`src/rtl/edge_pkg.sv`:
```
// Shared types and defaults for the edge event arbiter and its per-channel detectors.
package edge_pkg;

    localparam int unsigned NUM_CH_DEF = 4;
    localparam int unsigned TS_W_DEF   = 16;
    localparam int unsigned CH_W_DEF   = $clog2(NUM_CH_DEF);

    typedef enum logic [1:0] {
        MODE_OFF  = 2'b00,
        MODE_RISE = 2'b01,
        MODE_FALL = 2'b10,
        MODE_BOTH = 2'b11
    } mode_e;

    typedef enum logic {
        SEQ_INIT,
        SEQ_RUN
    } seq_state_e;

    typedef enum logic {
        OUT_EMPTY,
        OUT_FULL
    } out_state_e;

    typedef struct packed {
        logic [CH_W_DEF-1:0] ch;
        logic                rise;
        logic [TS_W_DEF-1:0] ts;
    } event_t;

endpackage

```
`src/rtl/edge_chan.sv`:
```
// One monitored channel: edge detection, single-entry event storage and sticky overflow.
module edge_chan
    import edge_pkg::*;
#(
    parameter int unsigned TS_W = TS_W_DEF
) (
    input  logic            clk,
    input  logic            reset,
    input  logic            run,
    input  logic            a,
    input  logic [1:0]      mode,
    input  logic            clear_ovf,
    input  logic            grant,
    input  logic [TS_W-1:0] ts,
    output logic            pending,
    output logic            rise,
    output logic [TS_W-1:0] ts_q,
    output logic            overflow
);

    logic  a_q;
    mode_e m;
    logic  rise_en;
    logic  fall_en;
    logic  detect;
    logic  drop;

    assign m       = mode_e'(mode);
    assign rise_en = (m == MODE_RISE) || (m == MODE_BOTH);
    assign fall_en = (m == MODE_FALL) || (m == MODE_BOTH);
    assign detect  = run && ((a && !a_q && rise_en) || (!a && a_q && fall_en));
    // A grant in the same cycle frees the slot, so only an un-granted pending entry drops.
    assign drop    = detect && pending && !grant;

    always_ff @(posedge clk or posedge reset) begin
        if (reset) begin
            a_q      <= 1'b0;
            pending  <= 1'b0;
            rise     <= 1'b0;
            ts_q     <= '0;
            overflow <= 1'b0;
        end else begin
            a_q <= a;
            if (detect && !drop) begin
                pending <= 1'b1;
                rise    <= a;
                ts_q    <= ts;
            end else if (grant) begin
                pending <= 1'b0;
            end
            if (drop) begin
                overflow <= 1'b1;
            end else if (clear_ovf) begin
                overflow <= 1'b0;
            end
        end
    end

endmodule

```
`src/rtl/edge_event_arbiter.sv`:
```
// Timestamped edge monitor: per-channel detectors feeding a round-robin arbiter and a one-deep output register.
module edge_event_arbiter
    import edge_pkg::*;
#(
    parameter int unsigned NUM_CH = NUM_CH_DEF,
    parameter int unsigned TS_W   = TS_W_DEF
) (
    input  logic                      clk,
    input  logic                      reset,
    input  logic [NUM_CH-1:0]         a_i,
    input  logic [2*NUM_CH-1:0]       mode_i,
    input  logic                      clear_ovf_i,
    output logic                      event_valid_o,
    input  logic                      event_ready_i,
    output logic [$clog2(NUM_CH)-1:0] event_ch_o,
    output logic                      event_rise_o,
    output logic [TS_W-1:0]           event_ts_o,
    output logic [NUM_CH-1:0]         overflow_o
);

    localparam int unsigned CH_W = $clog2(NUM_CH);

    logic [TS_W-1:0]   ts_cnt;
    seq_state_e        seq;
    out_state_e        ost;
    logic [CH_W-1:0]   last_grant;
    logic [CH_W-1:0]   win;
    logic [CH_W-1:0]   cand;
    logic              found;
    logic              can_grant;
    logic              do_grant;
    logic [NUM_CH-1:0] pending;
    logic [NUM_CH-1:0] rise_vec;
    logic [NUM_CH-1:0] grant_vec;
    logic [TS_W-1:0]   ts_arr [NUM_CH];

    always_ff @(posedge clk or posedge reset) begin
        if (reset) begin
            ts_cnt <= '0;
        end else begin
            ts_cnt <= ts_cnt + TS_W'(1);
        end
    end

    // INIT spends one cycle loading the prior-value registers before detection is armed.
    always_ff @(posedge clk or posedge reset) begin
        if (reset) begin
            seq <= SEQ_INIT;
        end else begin
            case (seq)
                SEQ_INIT: seq <= SEQ_RUN;
                default:  seq <= SEQ_RUN;
            endcase
        end
    end

    for (genvar c = 0; c < NUM_CH; c++) begin : g_chan
        edge_chan #(
            .TS_W(TS_W)
        ) u_chan (
            .clk       (clk),
            .reset     (reset),
            .run       (seq == SEQ_RUN),
            .a         (a_i[c]),
            .mode      (mode_i[2*c +: 2]),
            .clear_ovf (clear_ovf_i),
            .grant     (grant_vec[c]),
            .ts        (ts_cnt),
            .pending   (pending[c]),
            .rise      (rise_vec[c]),
            .ts_q      (ts_arr[c]),
            .overflow  (overflow_o[c])
        );
    end

    // Round-robin search starting just after the last granted channel.
    always_comb begin
        found = 1'b0;
        win   = '0;
        cand  = '0;
        for (int unsigned i = 0; i < NUM_CH; i++) begin
            cand = CH_W'((32'(last_grant) + 32'd1 + i) % NUM_CH);
            if (!found && pending[cand]) begin
                found = 1'b1;
                win   = cand;
            end
        end
    end

    assign event_valid_o = (ost == OUT_FULL);
    assign can_grant     = (ost == OUT_EMPTY) || (event_valid_o && event_ready_i);
    assign do_grant      = can_grant && found;

    always_comb begin
        grant_vec = '0;
        if (do_grant) begin
            grant_vec[win] = 1'b1;
        end
    end

    always_ff @(posedge clk or posedge reset) begin
        if (reset) begin
            ost          <= OUT_EMPTY;
            event_ch_o   <= '0;
            event_rise_o <= 1'b0;
            event_ts_o   <= '0;
            last_grant   <= CH_W'(NUM_CH - 1);
        end else if (can_grant) begin
            if (found) begin
                ost          <= OUT_FULL;
                event_ch_o   <= win;
                event_rise_o <= rise_vec[win];
                event_ts_o   <= ts_arr[win];
                last_grant   <= win;
            end else begin
                ost <= OUT_EMPTY;
            end
        end
    end

endmodule

```
`config.mk`:
```
export PLATFORM = sky130hd
export DESIGN_NAME = edge_event_arbiter
export DESIGN_NICKNAME = d
export VERILOG_FILES = /design/src/rtl/edge_pkg.sv /design/src/rtl/edge_chan.sv /design/src/rtl/edge_event_arbiter.sv
export SDC_FILE = /design/constraint.sdc
export NUM_CORES = 1
export LEC_CHECK = 0
export CORE_UTILIZATION = 55
export CTS_BUF_LIST = sky130_fd_sc_hd__clkbuf_8
export CTS_CLUSTER_SIZE = 16
export DETAILED_ROUTE_END_ITERATION = 7
export GPL_TIMING_DRIVEN = 0
export PLACE_DENSITY = 0.82
export REMOVE_ABC_BUFFERS = 1
export SLEW_MARGIN = 40
export SYNTH_ARGS = -nofsm -noshare
export SYNTH_HDL_FRONTEND = slang
export SYNTH_SLANG_ARGS = --single-unit
```
`constraint.sdc`:
```
create_clock -name clk -period 7.2 [get_ports clk]
set_clock_uncertainty 0.2 [all_clocks]
set_input_delay 1.44 -clock clk [delete_from_list [all_inputs] [get_ports clk]]
set_output_delay 1.44 -clock clk [all_outputs]
set_load 0.005 [all_outputs]
```
==> metrics.json, run 1 <==
{
  "run_status": "finished, final reports clean",
  "cell_internal_pwr_mw": 1.56,
  "post_cts_resize_count": 0,
  "setup_repair_after_global_routing_missed_its_margin": "false",
  "synth_seq_area_share_pct": 57.0,
  "worst_skew_pair.late_latency_ps": 440,
  "p_sw_uw": 759,
  "synth_enable_flop_cells": 0,
  "syn_area_mm2": 0.00523,
  "critPathArrivalTime_ps": 3940,
  "drive_above_1_share_pct": 26.1,
  "via_count_of_the_routed_design": 3195,
  "synth.ff_latch_count": 119,
  "final-max-slew-violation-count": 0,
  "grt_start_max_net_pins": 79,
  "setup_violations": 0,
  "antennaDiodeCount": 0,
  "tritoncts_clock_tree": "yes",
  "cts-root-to-sink-buffers": 2,
  "crit_path_max_fanout": 22,
  "synthTopCellsByCount": "dfrtp_1, mux2_2, nand2_1",
  "regArea_mm2": 0.00298,
  "async_flop_share_pct": 100,
  "netlist_top_cells_area": "dfrtp_1, mux2_2, mux2i_1",
  "ys.flop_type": "dfrtp_1",
  "fmaxAchievable_mhz": 261,
  "cts_made_buffers": 17,
  "drc_errors": 0,
  "timing_worst_slew_pin_value_ps": 819,
  "post_place_setup_slack_ps": 2910,
  "die_height_um": 99.5,
  "via_per_inst": 5.65,
  "slew-limit-headroom_pct": 45.2,
  "die_w_um": 99.5,
  "power_per_cell_area_mw_per_mm2": 376,
  "layout.filler_cells": 637,
  "critical_path_class": "primary input to register",
  "finalWeightedCongestion": 0.779,
  "port-buffer-count": 39,
  "rows": 35,
  "clk_transition_reported_paths_ps": 70,
  "clock_power_share_pct": 28.3,
  "comb_power_share_pct": 32.7,
  "power_switching_share_pct": 32.7,
  "avgRoutedWirePerCell_um": 18.2,
  "grt_pass1_vias": 3397,
  "ys_warn_count": 0,
  "io-pin-count": 40,
  "synthCells": 385,
  "multiInputGateArea_mm2": 0.00210,
  "design.die.area_mm2": 0.00990,
  "post_layout_min_period_ps": 3830,
  "worst_setup_sp_type": "primary input",
  "final_antenna_net_count": 0,
  "cts_setup_buffers": 0,
  "fin_nets": 440,
  "power.ir.vdd_worst_uv": 206,
  "syn_area_per_cell_um2": 13.6,
  "detailedRoute.firstIterationViolations": 135,
  "synth_most_common_cell": "dfrtp_1",
  "power.static_leakage_nw": 2.85,
  "hold_viol": 0,
  "grt_remaining_overflow": 0,
  "crit_path_setup_slack_layout_ps": 3370,
  "drt_wl_total_um": 10300,
  "synthDistinctLibCells": 43,
  "timing.critical_path.to_type": "register",
  "seq_power_share_pct": 39.0,
  "post-synth-top-area-cell": "dfrtp_1",
  "core_region_area_mm2": 0.00924,
  "number_of_antenna_violations_at_the_first_check_in_global_routing": 0,
  "areaGrowthSynthToFinish_pct": 18.1,
  "cp_data_required_time_ps": 7310,
  "hold_ws_ps": 275,
  "grt_use_total_pct": 23.3,
  "cap_violations": 0,
  "drt-pass1-iter-count": 4,
  "synth_top_area_share_pct": 56.0,
  "timing.hold.worst.class": "register to register",
  "clkSinkCount": 119,
  "fin_setup_tns_ps": 0,
  "buffer_type_at_the_clock_tree_root": "clkbuf_8",
  "ctsHoldBuffers": 0,
  "initial_utilization_pct": 56.6,
  "fin_util_pct": 66.8,
  "min_period_over_period_pct": 53.1,
  "h-tree-depth": 4,
  "grt_pass1_wl_um": 17400,
  "place.detailed.hpwl_um": 6230
}
metrics by stage:
stage,power [mW],instances,cell area (um^2)
6_report,2.32,565,6180
5_1_grt,2.44,565,6180
4_1_cts,2.33,565,6180
3_5_place_dp,1.67,533,5740
3_3_place_gp,1.62,530,5640
2_1_floorplan,1.42,362,5090
logic make-up (layout without fill, tap and decap cells):
kind of cell             Yosys count  in the layout  share of synthesized area (%)
other                              1              1                         0.0717
AO/OA/AOI/OAI                     43             43                           7.11
AND/OR/NAND/NOR                   73             73                           7.03
buffers and inverters             30             81                           3.25
flip-flops                       119            119                           57.0
adder cells (fa/ha/maj)            1              1                          0.239
XOR/XNOR                          14             14                           2.34
multiplexers                     104            104                           23.0
area by class of cell:
type / instances / area share (%)
Inverter: 7 / 0.547
Timing Repair Buffer: 42 / 7.46
Clock inverter: 15 / 3.30
Sequential cell: 119 / 48.3
Clock buffer: 17 / 3.79
Tap cell: 129 / 2.61
Multi-Input combinational cell: 236 / 34.0
sequential cells by signal, summed over array words and instances, names as in the netlist:
name	count
g_chan.u_chan.ts_q	64
last_grant	2
event_rise_o	1
event_valid_o	1
g_chan.u_chan.rise	4
seq	1
g_chan.u_chan.a_q	4
event_ch_o	2
g_chan.u_chan.overflow	4
g_chan.u_chan.pending	4
event_ts_o	16
ts_cnt	16
worst max-delay path: stages:
cell and delay [ps]:
clkdlybuf4s50_1 460, inv_1 70, a21o_4 320, o41ai_2 510
nand3_2 610, mux2_4 510
power by group through the flow:
stage                     clock network [mW]  registers [mW]  logic, mW
after floorplan                            0           0.889      0.531
after global placement                     0           0.902      0.717
after detailed placement                   0           0.914      0.760
after CTS                              0.666           0.903      0.764
after global routing                   0.699           0.924      0.822
final                                  0.657           0.905      0.759
cells in the final DEF (no fill, tap or decap), types with 12 or more instances in the layout:
cell,netlist,layout
dfrtp_1,117,117
nand2_1,45,45
mux2_2,45,45
clkdlybuf4s50_1,0,39
mux2i_1,36,36
mux2_4,20,20
o221ai_1,17,17
clkbuf_8,0,17
xnor2_1,12,12
layer usage:
| layer | track usage, % | share of wire (%) |
|---|---|---|
| met1 | 31.9 | 45 |
| met2 | 36.9 | 51 |
| met3 | 5.27 | 3.0 |
| met4 | 8.60 | 1.3 |
| met5 | 0 | 0 |
worst paths after layout:
check,startpoint,to,slack [ps],cells past startpoint
max,event_ready_i,g_chan[2].u_chan.ts_q[13],3370,6
min,event_ch_o[1],event_ch_o[1],270,2
max reg2reg,g_chan[3].u_chan.pending,g_chan[2].u_chan.ts_q[13],4230,5
min reg2reg,event_ch_o[1],event_ch_o[1],270,2
max in group asynchronous,reset,g_chan[1].u_chan.ts_q[13],4950,3
min in group asynchronous,reset,g_chan[2].u_chan.rise,1190,2
(Power assumes the default switching activity.)
==> run 2, diff against run 1 <==
- clock period: 7.2 -> 4 ns (I/O delays scaled with it)
==> results of run 2 <==
The final DEF is identical to that of run 1. Status: finished, final reports clean.
Main changes from that run: setup slack after placement 2910 ps -> 346 ps; setup slack after layout 3370 ps -> 814 ps; register-to-register setup slack 4230 ps -> 1030 ps; total power 2.32 mW -> 4.18 mW; worst IR drop on VDD 206 uV -> 371 uV
==> run 3, diff against run 2 <==
- CORE_UTILIZATION: 55 -> 54
- PLACE_DENSITY: 0.82 -> 0.84
- clock period: 4 -> 2.8 ns (I/O delays scaled with it)
==> metrics.json, run 3 (same netlist as run 1, synthesis figures left out) <==
{
  "detailedRoute.firstIterationViolations": 182,
  "antennaDiodeCount": 0,
  "largest_registers": "g_chan.u_chan.ts_q: 64 flops, event_ts_o: 16 flops, ts_cnt: 16 flops",
  "comb_power_share_pct": 32.2,
  "rows": 35,
  "slew-limit-headroom_pct": 48.3,
  "placed_cells_incl_taps": 533,
  "regMostFlops": "g_chan.u_chan.ts_q",
  "power.ir.vdd_worst_uv": 714,
  "total_power_draw_mw": 6.24,
  "power.static_leakage_nw": 2.90,
  "power_switching_share_pct": 31.7,
  "drive_above_1_share_pct": 26.7,
  "worst_skew_pair.late_latency_ps": 430,
  "cp_data_required_time_ps": 2900,
  "cts-root-to-sink-buffers": 2,
  "design.die.area_mm2": 0.0101,
  "setup_violations": 0,
  "hold_ws_ps": 275,
  "clock_power_share_pct": 30.3,
  "run_status": "finished, final reports clean",
  "critical_path.cell_chain": "and3b_4 > o32a_1 > o41ai_4 > nand3_4 > mux2_4",
  "grt_remaining_overflow": 0,
  "number_of_antenna_violations_at_the_first_check_in_global_routing": 0,
  "fmaxAchievable_mhz": 373,
  "grt_start_max_net_pins": 67,
  "layout.filler_cells": 607,
  "layout_commonest_cell": "dfrtp_1",
  "cell_type_of_the_slowest_stage_on_the_worst_timing_path": "dfstp_2",
  "critPathArrivalTime_ps": 2790,
  "critical_path_class": "register to register",
  "most-common-layout-cells": "dfrtp_1, mux2_2, nand2_1, clkdlybuf4s50_1, mux2i_1",
  "via_per_inst": 5.68,
  "cell_internal_pwr_mw": 4.26,
  "min_period_over_period_pct": 95.9,
  "finalWeightedCongestion": 0.769,
  "h-tree-depth": 4,
  "core_region_area_mm2": 0.00933,
  "final-max-slew-violation-count": 0,
  "clkSinkCount": 119,
  "setup_repair_after_global_routing_missed_its_margin": "false",
  "hold_viol": 0,
  "final_antenna_net_count": 0,
  "grt_use_total_pct": 23.2,
  "tritoncts_clock_tree": "yes",
  "place.detailed.hpwl_um": 6170,
  "cts_made_buffers": 17,
  "p_sw_mw": 1.98,
  "layoutNonFillerInstCount": 567,
  "timing.hold.worst.class": "register to register",
  "post_layout_min_period_ps": 2680,
  "die_w_um": 100,
  "drc_errors": 0,
  "worst_setup_sp_type": "register",
  "ctsHoldBuffers": 0,
  "grt_pass1_wl_um": 17300,
  "port-buffer-count": 39,
  "crit_path_max_fanout": 17,
  "clk_transition_reported_paths_ps": 70,
  "timing.critical_path.slowest_cell_delay_ps": 590,
  "power_per_cell_area_mw_per_mm2": 993,
  "buffer_type_at_the_clock_tree_root": "clkbuf_8",
  "avgRoutedWirePerCell_um": 18.6,
  "drt-pass1-iter-count": 4,
  "io-pin-count": 40,
  "drt_wl_total_um": 10600,
  "die_height_um": 100,
  "timing_worst_slew_pin_value_ps": 773,
  "fin_nets": 442,
  "timing.critical_path.to_type": "register",
  "grt_pass1_vias": 3379,
  "initial_utilization_pct": 56.1,
  "seq_power_share_pct": 37.5,
  "cap_violations": 0,
  "via_count_of_the_routed_design": 3222,
  "largest_reg_flops": 64,
  "areaGrowthSynthToFinish_pct": 20.2
}
==> run 3: layout make-up <==
type                       count  area, um^2  share of cell area (%)
timing repair buffer          44         500                    7.96
sequential                   119        2980                    47.4
multi-input combinational    236        2120                    33.8
tap                          129         161                    2.57
clock buffer                  19         262                    4.16
clock inverter                13         226                    3.60
inverter                       7        33.8                   0.537
==> run 3: timing repair <==
action,4_1_cts,5_1_grt
gates cloned,0,0
gates resized for setup,1,1
pin swaps,1,1
buffers inserted,1,1
setup endpoints to repair,33,34
==> run 3: power by group through the flow <==
stage / clock network, mW / registers, mW / logic, mW
final: 1.89 / 2.34 / 2.01
after global placement: 0 / 2.32 / 1.55
after global routing: 2.00 / 2.38 / 2.15
after detailed placement: 0 / 2.36 / 1.96
after CTS: 1.92 / 2.33 / 1.98
after floorplan: 0 / 2.29 / 1.26
==> run 3: stage by stage <==
| step | cell area [um^2] | utilization (%) | TNS (ps) | setup WS (ps) |
|---|---|---|---|---|
| floorplan | 5090 | - | -146010 | -1110 |
| global placement | 5640 | 60.4 | -368350 | -2600 |
| detailed placement | 5740 | 61.5 | -23650 | -592 |
| CTS | 6250 | 67.0 | 0 | 14.7 |
| global route | 6290 | 67.4 | 0 | 41.9 |
| finish | 6290 | 67.4 | 0 | 116 |
==> run 3: layer usage <==
metal | global-route usage (%) | share of wire, % | wire length, um | vias to the layer above
met4 | 10.9 | 1.5 | 158 | 0
met2 | 36.6 | 51 | 5380 | 70
li1 | - | - | - | 1456
met3 | 5.15 | 3.3 | 349 | 16
met5 | 0 | 0 | 0 | -
met1 | 30.7 | 44 | 4680 | 1680
==> run 3: worst paths after layout <==
check / endpoint / slack (ps) / start / cells past startpoint
max: g_chan[0].u_chan.ts_q[1] / 120 / last_grant[0] / 5
min: event_ch_o[1] / 270 / event_ch_o[1] / 2
max reg2reg: g_chan[0].u_chan.ts_q[1] / 120 / last_grant[0] / 5
min reg2reg: event_ch_o[1] / 270 / event_ch_o[1] / 2
max in group asynchronous: g_chan[2].u_chan.ts_q[15] / 1410 / reset / 3
min in group asynchronous: g_chan[2].u_chan.ts_q[3] / 340 / reset / 2
==> run 3: worst max-delay path: cells and delay by family, from the launching register on <==
kind	cells	cell delay, ps
AOI/OAI and AO/OA	2	770
DFF	1	590
muxes	1	410
and+or+nand+nor	2	590
